File: config.mk
export PLATFORM = sky130hd
export DESIGN_NAME = arm_mem_arbiter
export DESIGN_NICKNAME = d
export VERILOG_FILES = /design/src/rtl/arm_mem_arbiter.sv
export SDC_FILE = /design/constraint.sdc
export NUM_CORES = 1
export LEC_CHECK = 0
export CORE_ASPECT_RATIO = 1.25
export CORE_MARGIN = 3
export CORE_UTILIZATION = 30
export CTS_BUF_LIST = sky130_fd_sc_hd__clkbuf_4 sky130_fd_sc_hd__clkbuf_8
export CTS_CLUSTER_SIZE = 40
export DETAILED_ROUTE_END_ITERATION = 8
export MAX_ROUTING_LAYER = met4
export PLACE_DENSITY = 0.69
export SETUP_SLACK_MARGIN = 0.4
export SYNTH_ARGS = -nofsm -noshare
export SYNTH_HDL_FRONTEND = slang
export SYNTH_SLANG_ARGS = --single-unit
File: constraint.sdc
create_clock -name clk -period 4.35 [get_ports clk]
set_input_delay 0.435 -clock clk [delete_from_list [all_inputs] [get_ports clk]]
set_output_delay 0.435 -clock clk [all_outputs]
set_load 0.01 [all_outputs]
File: src/rtl/arm_mem_arbiter.sv
// Arbiter for one unified single-ported memory shared between instruction
// fetch and load/store. Data requests win collisions; a starvation counter
// forces a fetch grant after STARVE_MAX consecutive data grants that left a
// fetch waiting. At most one access is outstanding at any time.
//
// state  | meaning
// -------+------------------------------------------------------------
// IDLE   | no access in flight; a request may be granted this cycle
// WAIT   | access in flight; lat_cnt counts down to the m_rdata cycle
module arm_mem_arbiter #(
    parameter int ADDR_W     = 30,
    parameter int DATA_W     = 32,
    parameter int MEM_LAT    = 2,
    parameter int STARVE_MAX = 4
) (
    input  logic              clk,
    input  logic              rst_b,
    input  logic              i_req,
    input  logic [ADDR_W-1:0] i_addr,
    output logic              i_gnt,
    output logic              i_rvalid,
    output logic [DATA_W-1:0] i_rdata,
    input  logic              d_req,
    input  logic [ADDR_W-1:0] d_addr,
    input  logic [3:0]        d_we,
    input  logic [DATA_W-1:0] d_wdata,
    output logic              d_gnt,
    output logic              d_rvalid,
    output logic [DATA_W-1:0] d_rdata,
    output logic              m_req,
    output logic [ADDR_W-1:0] m_addr,
    output logic [3:0]        m_we,
    output logic [DATA_W-1:0] m_wdata,
    input  logic [DATA_W-1:0] m_rdata,
    output logic              busy
);

    localparam logic [0:0] S_IDLE = 1'b0;
    localparam logic [0:0] S_WAIT = 1'b1;

    localparam logic [3:0] LAT_INIT   = 4'(MEM_LAT - 1);
    localparam logic [3:0] STARVE_LIM = 4'(STARVE_MAX);

    logic [0:0]        state_q, state_d;
    logic [3:0]        lat_cnt_q, lat_cnt_d;
    logic [3:0]        starve_cnt_q, starve_cnt_d;
    logic              owner_q, owner_d;
    logic              is_store_q, is_store_d;
    logic              i_rvalid_q, i_rvalid_d;
    logic              d_rvalid_q, d_rvalid_d;
    logic [DATA_W-1:0] i_rdata_q, i_rdata_d;
    logic [DATA_W-1:0] d_rdata_q, d_rdata_d;

    logic              gnt_i;
    logic              gnt_d;

    // Grant decision: IDLE only; gated by rst_b so all outputs drop at once in reset
    always_comb begin
        gnt_i = 1'b0;
        gnt_d = 1'b0;
        if (rst_b && (state_q == S_IDLE)) begin
            if (d_req && !(i_req && (starve_cnt_q == STARVE_LIM))) begin
                gnt_d = 1'b1;
            end else if (i_req) begin
                gnt_i = 1'b1;
            end
        end
    end

    // Memory request mux: driven only in the grant cycle, zero otherwise
    always_comb begin
        m_req   = gnt_i | gnt_d;
        m_addr  = '0;
        m_we    = '0;
        m_wdata = '0;
        if (gnt_d) begin
            m_addr  = d_addr;
            m_we    = d_we;
            m_wdata = d_wdata;
        end else if (gnt_i) begin
            m_addr  = i_addr;
        end
    end

    // Next-state: grant bookkeeping in IDLE, latency countdown and capture in WAIT
    always_comb begin
        state_d      = state_q;
        lat_cnt_d    = lat_cnt_q;
        starve_cnt_d = starve_cnt_q;
        owner_d      = owner_q;
        is_store_d   = is_store_q;
        i_rvalid_d   = 1'b0;
        d_rvalid_d   = 1'b0;
        i_rdata_d    = i_rdata_q;
        d_rdata_d    = d_rdata_q;

        case (state_q)
            S_IDLE: begin
                if (gnt_i || gnt_d) begin
                    state_d    = S_WAIT;
                    lat_cnt_d  = LAT_INIT;
                    owner_d    = gnt_d;
                    is_store_d = gnt_d && (d_we != 4'h0);
                    if (gnt_d && i_req) begin
                        if (starve_cnt_q != STARVE_LIM) begin
                            starve_cnt_d = starve_cnt_q + 4'd1;
                        end
                    end else begin
                        starve_cnt_d = 4'd0;
                    end
                end
            end
            S_WAIT: begin
                if (lat_cnt_q == 4'd0) begin
                    state_d = S_IDLE;
                    if (owner_q) begin
                        d_rvalid_d = 1'b1;
                        d_rdata_d  = is_store_q ? '0 : m_rdata;
                    end else begin
                        i_rvalid_d = 1'b1;
                        i_rdata_d  = m_rdata;
                    end
                end else begin
                    lat_cnt_d = lat_cnt_q - 4'd1;
                end
            end
            default: state_d = S_IDLE;
        endcase
    end

    // State and output registers; reset aborts any access in flight
    always_ff @(posedge clk or negedge rst_b) begin
        if (!rst_b) begin
            state_q      <= S_IDLE;
            lat_cnt_q    <= 4'd0;
            starve_cnt_q <= 4'd0;
            owner_q      <= 1'b0;
            is_store_q   <= 1'b0;
            i_rvalid_q   <= 1'b0;
            d_rvalid_q   <= 1'b0;
            i_rdata_q    <= '0;
            d_rdata_q    <= '0;
        end else begin
            state_q      <= state_d;
            lat_cnt_q    <= lat_cnt_d;
            starve_cnt_q <= starve_cnt_d;
            owner_q      <= owner_d;
            is_store_q   <= is_store_d;
            i_rvalid_q   <= i_rvalid_d;
            d_rvalid_q   <= d_rvalid_d;
            i_rdata_q    <= i_rdata_d;
            d_rdata_q    <= d_rdata_d;
        end
    end

    assign i_gnt    = gnt_i;
    assign d_gnt    = gnt_d;
    assign i_rvalid = i_rvalid_q;
    assign d_rvalid = d_rvalid_q;
    assign i_rdata  = i_rdata_q;
    assign d_rdata  = d_rdata_q;
    assign busy     = (state_q == S_WAIT);

endmodule

==> metrics.txt <==
initial core utilization 31.02%; Mapped Nets 524; Post-synth EDFFs 0; Worst Path Max Fanout 32; drt pass-1 iters 4; PwrDens 524.2 nW/um^2; Routability Congestion 0.7888; global-route wire length before repair 21360 um; Hold Path Class input pin to async pin; Post-DP HPWL 10880 um; Yosys warnings 0; Die Y 137.3 um; die width 111.1 um; CP Data Arrival Time 2.94 ns; CTS H-tree depth 3; post-route clock period utilization 77.50%; GRT Util Overall 18.23%; fin crit period 3.371 ns; PnR worst setup slack 0.9787 ns; unrepaired setup endpoints after global routing false; dpl cell area 6937 um^2; CTS sink cnt 77; VDD IR max 0.2821 mV; fin nets 775; Min Hold Slack 0.3478 ns; layout cells sized above 1 14.75%; max_slew headroom 19.15%; largest net degree at the start of global routing 80; P_leak 0.002851 uW; Synth Register Bits 77; DP Worst Slack 1.175 ns; I/O pin count 268; Worst EP required 3.91 ns; kind of critical path register to primary output; Clk pin slew, worst setup/hold paths 0.08 ns; CTS tree built; Worst Max-Slew Pin Slew 1.213 ns; cell count after synthesis 388; # Max-Cap Violations 0; Synth async-reset ratio 100.0%; CTS Buffer Depth 2; setup violators final 0; initial antenna violation count 0; synthesized area per cell 10.67 um^2; DRC 0; Inserted Diodes 0; final setup TNS 0 ns; drt initial violations 194; status finished clean; Main synth FF type dfrtp_1; Yosys cell types 35; post-route cell area 7142 um^2; Max Freq 296.6 MHz; WL final 14280 um; synthesis-to-finish area growth 72.50%; Fin. Hold Viols 0; Vias 3914; PortBufs 267; Worst-Skew Late Latency 0.35 ns; CTS resizes 0; # rows 47; crit end category primary output; CTS Buf Count 9; Netlist Area Pre-Place 4140 um^2; CP Launch Type register; DIE AREA 15260 um^2; Routed wire per std cell 17.52 um; GRT overflow 0; setup bufs post-CTS 0; core area 13350 um^2; Vias per Instance 4.802; clock skew 0.009765 ns; post-synthesis sequential area ratio 46.54%; vias in the first global route 4023; cts hold-fix bufs 0; Max Slew Vio Count 0; Power Total 3744 uW; worst reg2reg path depth 5; antenna viol nets, final 0; Root Buffer clkbuf_8
[cell type report]
| class | instances | area, um^2 |
|---|---|---|
| Fill cell | 1201 | 6207 |
| Timing Repair Buffer | 276 | 2738 |
| Multi-Input combinational cell | 267 | 2028 |
| Sequential cell | 77 | 1927 |
| Tap cell | 171 | 214.0 |
| Clock buffer | 11 | 145.1 |
| Clock inverter | 5 | 60.06 |
| Inverter | 8 | 30.03 |
[placed cells by master (no fill, tap or decap), types with 2 or more instances in the layout]
master / instances
a21oi_1: 31
a22o_1: 2
and2_1: 36
buf_4: 10
clkbuf_8: 10
clkdlybuf4s50_1: 266
clkinv_4: 2
dfrtp_1: 77
ha_1: 4
inv_1: 8
mux2_2: 65
mux2i_1: 3
nand2_1: 3
nand3_1: 34
nand4b_1: 2
nor2_1: 2
nor2b_1: 34
nor3_4: 2
nor3b_1: 2
o211ai_1: 30
o21ai_0: 3
[synthesized netlist by cell type, types with 2 or more instances]
| library cell | count | area share, % |
|---|---|---|
| o21ai_0 | 3 | 0.36 |
| clkbuf_1 | 24 | 2.2 |
| nor2b_1 | 34 | 5.1 |
| and2_1 | 36 | 5.4 |
| ha_1 | 4 | 1.2 |
| a22o_1 | 2 | 0.42 |
| mux2i_1 | 3 | 0.73 |
| buf_6 | 3 | 0.82 |
| nand2_1 | 3 | 0.27 |
| dfrtp_1 | 77 | 47 |
| nor2_1 | 2 | 0.18 |
| nand3_1 | 35 | 4.2 |
| buf_2 | 7 | 0.85 |
| buf_1 | 2 | 0.18 |
| o211ai_1 | 30 | 5.4 |
| nand4b_1 | 2 | 0.42 |
| inv_1 | 8 | 0.73 |
| mux2_2 | 65 | 18 |
| nor3b_1 | 2 | 0.36 |
| a21oi_1 | 31 | 3.7 |
[metrics by stage]
step	util, %	instances
6_report	53.50	815
2_1_floorplan	-	388
3_5_place_dp	51.96	799
5_1_grt	53.50	815
4_1_cts	53.50	815
3_3_place_gp	51.96	799
[routing by layer]
metal / routed length (um) / GRT usage [%]
met4: 123 / 4.665
met5: 0 / -
met2: 7252 / 31.58
met3: 940 / 4.701
met1: 5963 / 21.34
[where the power goes]
| group | internal [uW] | leakage, uW | switching (uW) |
|---|---|---|---|
| Combinational | 1140 | 0.00181 | 724 |
| Clock | 288 | 0.000103 | 267 |
| Sequential | 1060 | 0.000941 | 257 |
| Total | 2500 | 0.00285 | 1250 |
[flip-flops by register name, summed over array words and instances, names as in the netlist]
signal,cells
d_rdata,32
i_rdata,32
lat_cnt_q,4
starve_cnt_q,4
busy,1
d_rvalid,1
i_rvalid,1
is_store_q,1
owner_q,1
[kinds of logic (layout without fill, tap and decap cells)]
logic type,Yosys count,after routing,synth area share [%]
flip-flops,77,77,46.54
adder cells (fa/ha/maj),4,4,1.209
buffers and inverters,44,300,4.745
AND/OR/NAND/NOR,122,122,17.80
AO/OA/AOI/OAI,73,73,11.30
multiplexers,68,68,18.40
[worst max-delay path: stages (launching register included)]
cell	delay [ns]
dfrtp_1	0.42
inv_1	0.06
ha_1	0.22
and4b_1	0.21
buf_4	0.23
nor3_4	0.37
buf_4	0.32
and2_1	0.18
clkdlybuf4s50_1	0.55
[path summary, 6_finish.rpt]
check	startpoint	slack, ns	end
max	starve_cnt_q[0]$_DFFE_PN0P_	0.98	m_wdata[12]
min	rst_b	0.35	d_rdata[26]$_DFFE_PN0P_
max reg2reg	lat_cnt_q[1]$_DFFE_PN0P_	1.82	d_rdata[27]$_DFFE_PN0P_
min reg2reg	lat_cnt_q[3]$_DFFE_PN0P_	0.51	lat_cnt_q[3]$_DFFE_PN0P_
max in group asynchronous	rst_b	3.39	i_rdata[14]$_DFFE_PN0P_
min in group clk	lat_cnt_q[3]$_DFFE_PN0P_	0.51	lat_cnt_q[3]$_DFFE_PN0P_
Note: power is estimated with default switching activity, not from simulation.
